[config.mk]
export PLATFORM = sky130hd
export DESIGN_NAME = noc_input_unit_flat
export DESIGN_NICKNAME = d
export VERILOG_FILES = /design/src/rtl/noc_in_if.sv /design/src/rtl/noc_input_unit.sv /design/src/flat_wrapper.sv
export SDC_FILE = /design/constraint.sdc
export NUM_CORES = 1
export LEC_CHECK = 0
export ABC_AREA = 1
export BUFFER_PORTS_ARGS = -buffer_cell sky130_fd_sc_hd__buf_2
export CORE_ASPECT_RATIO = 1.75
export CORE_MARGIN = 5
export CORE_UTILIZATION = 60
export CTS_CLUSTER_DIAMETER = 120
export DETAILED_ROUTE_END_ITERATION = 7
export HOLD_SLACK_MARGIN = 0.15
export PLACE_DENSITY = 0.82
export SYNTH_ARGS = -nofsm -noshare
export SYNTH_HDL_FRONTEND = slang
export SYNTH_SLANG_ARGS = --single-unit
[constraint.sdc]
create_clock -name clk -period 7.1 [get_ports clk]
set_input_delay 1.42 -clock clk [delete_from_list [all_inputs] [get_ports clk]]
set_output_delay 1.42 -clock clk [all_outputs]
set_load 0.02 [all_outputs]
[src/rtl/noc_in_if.sv]
// Router input-port link bundle: upstream flit/credit link, switch-allocator
// handshake, and crossbar output.
interface noc_in_if #(
  parameter int unsigned FLIT_W = 32
);
  logic              in_valid;
  logic [FLIT_W-1:0] in_flit;
  logic              credit_out;
  logic              ds_ready;
  logic              req;
  logic [2:0]        route_sel;
  logic              grant;
  logic              out_valid;
  logic [FLIT_W-1:0] out_flit;
  logic              err;

  // Upstream link, allocator and downstream side.
  modport master (
    output in_valid, in_flit, ds_ready, grant,
    input  credit_out, req, route_sel, out_valid, out_flit, err
  );

  // The input unit itself.
  modport slave (
    input  in_valid, in_flit, ds_ready, grant,
    output credit_out, req, route_sel, out_valid, out_flit, err
  );
endinterface

[src/rtl/noc_input_unit.sv]
// Router input port: flit FIFO, per-packet XY route computation, switch-allocator
// request generation and wormhole forwarding with credit return upstream.
module noc_input_unit #(
  parameter int unsigned FLIT_W  = 32,
  parameter int unsigned DEPTH   = 4,
  parameter int unsigned COORD_W = 3,
  parameter int unsigned CUR_X   = 0,
  parameter int unsigned CUR_Y   = 0
) (
  input logic   clk,
  input logic   rst,
  noc_in_if.slave bus
);

  localparam int unsigned PTR_W = $clog2(DEPTH);
  localparam int unsigned CNT_W = $clog2(DEPTH + 1);

  localparam logic [COORD_W-1:0] CUR_XC = COORD_W'(CUR_X);
  localparam logic [COORD_W-1:0] CUR_YC = COORD_W'(CUR_Y);

  localparam logic [2:0] PORT_LOCAL = 3'd0;
  localparam logic [2:0] PORT_EAST  = 3'd1;
  localparam logic [2:0] PORT_WEST  = 3'd2;
  localparam logic [2:0] PORT_NORTH = 3'd3;
  localparam logic [2:0] PORT_SOUTH = 3'd4;

  typedef enum logic {IDLE, ACTIVE} state_t;

  state_t state, state_d;

  logic [FLIT_W-1:0]  mem [DEPTH];
  logic [PTR_W-1:0]   rd_ptr, wr_ptr;
  logic [CNT_W-1:0]   count;

  logic [FLIT_W-1:0]  head;
  logic [1:0]         head_type;
  logic               is_head, is_tail;
  logic               empty, full;
  logic [COORD_W-1:0] dest_x, dest_y;
  logic [2:0]         route_d, route_q;

  logic pop_fwd, stray, bad_grant, latch_route;
  logic pop, push, overflow;

  logic              out_valid_q;
  logic [FLIT_W-1:0] out_flit_q;
  logic              credit_q;
  logic              err_q;

  assign head      = mem[rd_ptr];
  assign head_type = head[FLIT_W-1 -: 2];
  assign is_head   = head_type[0];
  assign is_tail   = head_type[1];
  assign empty     = (count == '0);
  assign full      = (count == CNT_W'(DEPTH));
  assign dest_x    = head[COORD_W-1:0];
  assign dest_y    = head[2*COORD_W-1 -: COORD_W];

  // Dimension-ordered routing: resolve X completely before Y.
  always_comb begin
    route_d = PORT_LOCAL;
    if (dest_x > CUR_XC)      route_d = PORT_EAST;
    else if (dest_x < CUR_XC) route_d = PORT_WEST;
    else if (dest_y > CUR_YC) route_d = PORT_NORTH;
    else if (dest_y < CUR_YC) route_d = PORT_SOUTH;
  end

  always_ff @(posedge clk or posedge rst) begin
    if (rst) state <= IDLE;
    else     state <= state_d;
  end

  // Next state plus the pop/error decisions that depend on it.
  always_comb begin
    state_d     = state;
    pop_fwd     = 1'b0;
    stray       = 1'b0;
    bad_grant   = 1'b0;
    latch_route = 1'b0;
    case (state)
      IDLE: begin
        if (bus.grant) bad_grant = 1'b1;
        if (!empty) begin
          if (is_head) begin
            latch_route = 1'b1;
            state_d     = ACTIVE;
          end else begin
            stray = 1'b1;
          end
        end
      end
      ACTIVE: begin
        if (bus.grant) begin
          if (empty) begin
            bad_grant = 1'b1;
          end else begin
            pop_fwd = 1'b1;
            if (is_tail) state_d = IDLE;
          end
        end
      end
      default: state_d = IDLE;
    endcase
  end

  assign pop      = pop_fwd || stray;
  assign push     = bus.in_valid && (!full || pop);
  assign overflow = bus.in_valid && full && !pop;

  // Suppression keeps a grant that will arrive next cycle from hitting an
  // empty buffer or the head of the following packet.
  assign bus.req = (state == ACTIVE) && !empty && bus.ds_ready &&
                   !(bus.grant && ((count == CNT_W'(1)) || is_tail));

  always_ff @(posedge clk) begin
    if (push) mem[wr_ptr] <= bus.in_flit;
  end

  always_ff @(posedge clk or posedge rst) begin
    if (rst) begin
      rd_ptr      <= '0;
      wr_ptr      <= '0;
      count       <= '0;
      route_q     <= PORT_LOCAL;
      out_valid_q <= 1'b0;
      out_flit_q  <= '0;
      credit_q    <= 1'b0;
      err_q       <= 1'b0;
    end else begin
      if (push) wr_ptr <= wr_ptr + PTR_W'(1);
      if (pop)  rd_ptr <= rd_ptr + PTR_W'(1);
      case ({push, pop})
        2'b10:   count <= count + CNT_W'(1);
        2'b01:   count <= count - CNT_W'(1);
        default: count <= count;
      endcase
      if (latch_route) route_q <= route_d;
      out_valid_q <= pop_fwd;
      if (pop_fwd) out_flit_q <= head;
      credit_q <= pop;
      err_q    <= overflow || stray || bad_grant;
    end
  end

  assign bus.route_sel  = route_q;
  assign bus.out_valid  = out_valid_q;
  assign bus.out_flit   = out_flit_q;
  assign bus.credit_out = credit_q;
  assign bus.err        = err_q;

endmodule

[src/flat_wrapper.sv]
// flat-port wrapper written by rule: the top's interface ports become plain ports
module noc_input_unit_flat 
#(
  parameter int unsigned FLIT_W  = 32,
  parameter int unsigned DEPTH   = 4,
  parameter int unsigned COORD_W = 3,
  parameter int unsigned CUR_X   = 0,
  parameter int unsigned CUR_Y   = 0
)
  (clk, rst, bus_in_valid, bus_in_flit, bus_ds_ready, bus_grant, bus_credit_out, bus_req, bus_route_sel, bus_out_valid, bus_out_flit, bus_err);
  noc_in_if #(.FLIT_W(FLIT_W)) bus_i ();
  input logic clk;
  input logic rst;
  input wire logic [$bits(bus_i.in_valid)-1:0] bus_in_valid;
  input wire logic [$bits(bus_i.in_flit)-1:0] bus_in_flit;
  input wire logic [$bits(bus_i.ds_ready)-1:0] bus_ds_ready;
  input wire logic [$bits(bus_i.grant)-1:0] bus_grant;
  output wire logic [$bits(bus_i.credit_out)-1:0] bus_credit_out;
  output wire logic [$bits(bus_i.req)-1:0] bus_req;
  output wire logic [$bits(bus_i.route_sel)-1:0] bus_route_sel;
  output wire logic [$bits(bus_i.out_valid)-1:0] bus_out_valid;
  output wire logic [$bits(bus_i.out_flit)-1:0] bus_out_flit;
  output wire logic [$bits(bus_i.err)-1:0] bus_err;
  assign bus_i.in_valid = bus_in_valid;
  assign bus_i.in_flit = bus_in_flit;
  assign bus_i.ds_ready = bus_ds_ready;
  assign bus_i.grant = bus_grant;
  assign bus_credit_out = bus_i.credit_out;
  assign bus_req = bus_i.req;
  assign bus_route_sel = bus_i.route_sel;
  assign bus_out_valid = bus_i.out_valid;
  assign bus_out_flit = bus_i.out_flit;
  assign bus_err = bus_i.err;
  noc_input_unit #(.FLIT_W(FLIT_W), .DEPTH(DEPTH), .COORD_W(COORD_W), .CUR_X(CUR_X), .CUR_Y(CUR_Y)) u_core (.clk(clk), .rst(rst), .bus(bus_i));
endmodule
### Word level (Yosys, flattened, before mapping)

Memory sizes are Yosys's and may differ from the RTL's.
Index checks and enable logic that the tools add are counted.

| word-level totals | value |
|---|---|
| bits in latches | 0 |
| bits in registers | 46 |
| RAM bits | 128 |
| memories | 1 |
| bits of input ports | 37 |
| memory bits (read-only) | 0 |
| output and inout port bits | 39 |

Memory list:

| name | words | width | read ports | clocked after Yosys merged registers in | write ports | line | text |
|---|---|---|---|---|---|---|---|
| u_core.mem | 4 | 32 | 1 | 0 | 1 | noc_input_unit.sv:31 | `logic [FLIT_W-1:0] mem [DEPTH];` |

| operators by class | value |
|---|---|
| bitwise logic cells | 1 |
| muxes and demuxes | 24 |
| reductions and logical operators | 18 |
| order comparisons | 4 |
| shift operators | 0 |
| eq/ne operators | 4 |
| divide/modulo/power cells | 0 |
| add/subtract/negate cells | 4 |
| multiply operators | 0 |

Operator list:

| cell | count |
|---|---|
| 2-to-1 mux 1 bit | 17 |
| 2-to-1 mux 3 bit | 4 |
| logical AND 1 bit | 7 |
| > comparator 3 x 1 -> 1 bit (second input constant) | 2 |
| < comparator 3 x 1 -> 1 bit (second input constant) | 2 |
| one-hot mux 3 bit (2 select lines) | 1 |
| logical OR 1 bit | 5 |
| adder 2 x 1 -> 2 bit (second input constant) | 2 |
| logical NOT 1 bit | 4 |
| one-hot mux 1 bit (2 select lines) | 2 |
| adder 3 x 1 -> 3 bit (second input constant) | 1 |
| equality test 3 x 1 -> 1 bit (second input constant) | 1 |
| equality test 3 bit (second input constant) | 1 |
| logical NOT 3 bit | 1 |
| subtractor 3 x 1 -> 3 bit (second input constant) | 1 |
| equality test 2 x 1 -> 1 bit (second input constant) | 1 |
| equality test 2 bit (second input constant) | 1 |
| nonzero test 2 bit | 1 |
| inverter 1 bit | 1 |

### Logic depth before layout (Yosys ltp)

| depth | value |
|---|---|
| depth after elaboration | 9 |
| gate-level depth with buffers | 12 |
| mapped depth without buffers | 12 |

### Worst setup path after synthesis

Ideal clock, no wire load.

| path | value |
|---|---|
| path type | input to register |
| start point | input port bus_grant |
| end point | memory u_core.mem[0][0], enable pin |
| path buffers | 0 |
| arrival | 3.309 ns |
| stages | 6 |
| setup time | 0.421 ns |
| path slack | 3.370 ns |
| path through | inv_1 > nor2_8 > inv_4 > nand4_4 > nand2_2 > nor2_1 |

| on the way | value |
|---|---|
| longest elaborated chain between the ends | 7 |

Ends and longest elaborated chain:

| what | line | text |
|---|---|---|
| start, declared | flat_wrapper.sv:17 | `input wire logic [$bits(bus_i.grant)-1:0] bus_grant;` |
| 2-to-1 mux 1 bit | noc_input_unit.sv:93 | `if (bus.grant) begin` |
| 2-to-1 mux 1 bit | noc_input_unit.sv:80 | `case (state)` |
| logical OR 1 bit | noc_input_unit.sv:106 | `assign pop = pop_fwd \|\| stray;` |
| logical OR 1 bit | noc_input_unit.sv:107 | `assign push = bus.in_valid && (!full \|\| pop);` |
| logical AND 1 bit | noc_input_unit.sv:107 |  |
| 2-to-1 mux 1 bit | noc_input_unit.sv:116 | `if (push) mem[wr_ptr] <= bus.in_flit;` |
| 2-to-1 mux 1 bit (implied by the code) | noc_input_unit.sv:116 |  |
| end, declared | noc_input_unit.sv:31 |  |

No other way between the ends.

### Final worst setup path

| path | value |
|---|---|
| start point | register u_core.rd_ptr[0] |
| end point | output port bus_req |

| on the way | value |
|---|---|
| longest elaborated chain between the ends | 5 |

Ends and longest elaborated chain:

| what | line | text |
|---|---|---|
| start, declared | noc_input_unit.sv:32 | `logic [PTR_W-1:0] rd_ptr, wr_ptr;` |
| start signal, assigned | noc_input_unit.sv:131 | `if (pop) rd_ptr <= rd_ptr + PTR_W'(1);` |
| memory read (4 x 32 bit) | -- |  |
| logical OR 1 bit | noc_input_unit.sv:113 | `!(bus.grant && ((count == CNT_W'(1)) \|\| is_tail));` |
| logical AND 1 bit | noc_input_unit.sv:113 |  |
| logical NOT 1 bit | noc_input_unit.sv:113 |  |
| logical AND 1 bit | noc_input_unit.sv:112 | `assign bus.req = (state == ACTIVE) && !empty && bus.ds_ready &&` |
| end, declared | flat_wrapper.sv:19 | `output wire logic [$bits(bus_i.req)-1:0] bus_req;` |

No other way between the ends.

==> results.tsv <==
stage	metric	value	unit
flow_run	MaxCap Viol Count	0	
floorplan	FP Rows	51	
worst_setup_path	WP data arrival	2690	ps
worst_setup_path	Crit Path Class	reg2out	
floorplan	io pins	76	
clock_network	clock root cell	clkbuf_16	
min_path	Hold Path Class	reg2reg	
placed_design	Setup Slack @ Placement	3090	ps
synth	Yosys top cell by area	edfxtp_1	
global_route	initial antenna violation count	0	
min_path	hold path depth	2	
worst_setup_path	critical path's most frequent cell	nand2_1	
clock_network	CTS tree	yes	
synth	Mean Syn Cell Area	12.4	sq um
worst_setup_path	crit path launch	u_core.rd_ptr[0]	
sta	Final min period	4110	ps
worst_setup_path	CP top delay family	flip-flops	
clock_network	post_cts resized	0	
layout	NumNets Final	662	
routing	routed vias	4297	
placed_design	Port Buffer Count	74	
clock_network	clock latency on the worst-skew pair	430	ps
synth	Yosys top cell area share	56.3	%
clock_network	Num CTS Buffers	17	
sta	Setup WS post-layout	2990	ps
sta	Worst slew margin	26.1	%
layout	Multi-input gate area	1650	sq um
global_route	number of global-route vias before repair	4420	
layout	Register Area	4970	sq um
layout	commonest non-fill, non-tap cell in the layout	nand2_1	
worst_setup_path	crit-path cells	inv_2, buf_4, nand2_1, nand3_1, nand2_1, a21oi_1, nor3b_1, buf_2	
sta	max-slew violation count	0	
routing	final WL	13.4	mm
sta	final worst clock skew	12.7	ps
routing	DR pass1 iterations	5	
global_route	first-pass GRT wire length	21.5	mm
routing	vias per cell	5.63	
worst_setup_path	Crit-path slowest cell	dfrtp_2	
global_route	GRT Max-Usage Layer	met2	
worst_setup_path	critical path required time	5680	ps
clock_network	CTS clk-pin slew, worst paths	70	ps
sta	unrepaired setup endpoints after global routing	no	
power_and_ir_drop	LEAKAGE	3.19	nW
worst_setup_path	R2R setup slack	3650	ps
synth	Post-Synthesis Cell Area	6820	sq um
global_route	total grt overflow	0	
worst_setup_path	CP Max Fanout	67	
layout	Area Overhead vs Synth	14.4	%
floorplan	Die Wd	90.6	um
power_and_ir_drop	VDD IR-drop max	318	uV
sta	# setup viols final	0	
synth	warnings from Yosys	0	
floorplan	die area	13700	sq um
floorplan	Placeable Area	11200	sq um
placed_design	dpl hpwl	8.09	mm
min_path	min-delay src	u_core.bus.out_flit[15]	
sta	final hold vios	0	
global_route	all-layer global routing usage	20.4	%
routing	DR WL/cell	17.5	um
worst_setup_path	crit path capture type	output pin	
floorplan	die height	151	um
clock_network	CTS Buffer Depth	2	
worst_setup_path	crit path launch type	flip-flop	
synth	Synth Instances	549	
synth	#FFs+latches synth	173	
outcome	status	finished clean	
worst_setup_path	slowest stage delay, CP	1070	ps
global_route	M2 GR Usage	35.5	%
sta	Max Freq	243	MHz
synth	Synth cell types	29	
routing	antenna-violating nets left	0	
global_route	met1 Use GR	24.0	%
synth	register area share after synthesis	72.8	%
routing	DRC viols	0	
worst_setup_path	R2R depth	9	
placed_design	GPL Wtd Cong	0.816	
routing	1st-iter DRT viols	339	
layout	most frequent cells in the layout	nand2_1, edfxtp_1, buf_2, nor2_1, o21ai_0	
worst_setup_path	Crit Reg-Reg Endpoint	u_core.mem[2][2]	
worst_setup_path	crit path buf inv count	3	
layout	layout cell share with drive strength beyond 1	20.5	%
clock_network	Setup Fix Bufs, Post-CTS	0	
sta	Worst Tran Pin Value	1110	ps
synth	top cells by area, synth	edfxtp_1, dfrtp_1, nand2_1, o21ai_0, nor2_1	
floorplan	Initial Utilization	61.1	%
power_and_ir_drop	Cell Pwr Density	450	nW/um^2
sta	Hold Slack	481	ps
synth	net count after synthesis	594	
worst_setup_path	Critical Path Sink	bus_req	
global_route	largest net degree at the start of global routing	68	
clock_network	H-tree Lvls	4	
global_route	M3 GR Usage	4.17	%
worst_setup_path	RR Startpoint	u_core.rd_ptr[0]	
layout	Filler Cell Count	720	
clock_network	hold_buf cts	0	
clock_network	clock sink count	173	
sta	crit share post-route	57.9	%
worst_setup_path	Worst path depth	8	
power_and_ir_drop	Total Power	3.52	mW
sta	setup_tns	0	ps
## state kept, by name, indices dropped and copies added, names as in the netlist
signal and flops:
u_core.bus.out_flit 32, u_core.count 3, u_core.wr_ptr 2, u_core.state 1, u_core.bus.out_valid 1, u_core.bus.credit_out 1
u_core.mem 128, u_core.rd_ptr 2, u_core.bus.err 1, u_core.bus.route_sel 2
## worst min path at each step
stage and end:
2_1_floorplan u_core.wr_ptr[1], 3_3_place_gp u_core.bus.out_flit[15], 3_5_place_dp u_core.bus.out_flit[26], 4_1_cts u_core.bus.out_flit[26]
5_1_grt u_core.bus.out_flit[8], 6_report u_core.bus.out_flit[15]
## synthesized netlist by cell type, drive strengths merged
cell	instances
nand2	147
edfxtp	128
o21ai	60
nor2	58
dfrtp	45
o22ai	25
buf	23
nand3	21
inv	17
ha	8
clkbuf	4
xor2	4
a21oi	3
nand4	2
and3	1
conb	1
nor3b	1
o311ai	1
## worst reg2reg max path, stage by stage, from the launching register on
cell,delay [ps]
dfrtp_2,1070
inv_2,70
buf_4,340
nand2_1,150
nand3_2,80
nand2_2,130
nand2_4,100
nand4_4,100
nand2_2,180
nor2_4,820
## final cells by class
type | count | area share [%]
clock buffer | 20 | 5.72
sequential | 173 | 63.7
inverter | 17 | 0.850
clock inverter | 12 | 1.46
timing repair buffer | 76 | 4.94
multi-input combinational | 332 | 21.2
antenna | 1 | 0.0321
tap | 132 | 2.12
## power by group
group / internal [mW] / switching (mW) / leakage, nW / total [mW]
clock: 0.495 / 0.379 / 0.270 / 0.874
sequential: 1.36 / 0.155 / 1.73 / 1.52
combinational: 0.350 / 0.775 / 1.19 / 1.12
## through the flow
| step | utilization, % | instances | area (sq um) |
|---|---|---|---|
| 2_1_floorplan | - | 549 | 6820 |
| 3_3_place_gp | 64.9 | 730 | 7240 |
| 3_5_place_dp | 64.9 | 730 | 7240 |
| 4_1_cts | 69.9 | 762 | 7800 |
| 5_1_grt | 69.9 | 762 | 7800 |
| 6_report | 69.9 | 763 | 7800 |
## logic make-up after synthesis
kind of cell / after synthesis / share of synthesized area (%)
buf+inv: 44 / 3.36
compound gates: 89 / 7.04
flops: 173 / 72.8
fa+ha+maj: 8 / 1.47
simple gates: 230 / 14.7
other cells: 1 / 0.0550
xor+xnor: 4 / 0.513
## per-layer routing
layer	share of wire, %	wire [um]	up-vias
li1	-	-	2041
met1	39	5260	2102
met2	54	7260	136
met3	4.4	592	18
met4	1.9	259	0
met5	0	0	-
Power figures use the tool's default switching activity.
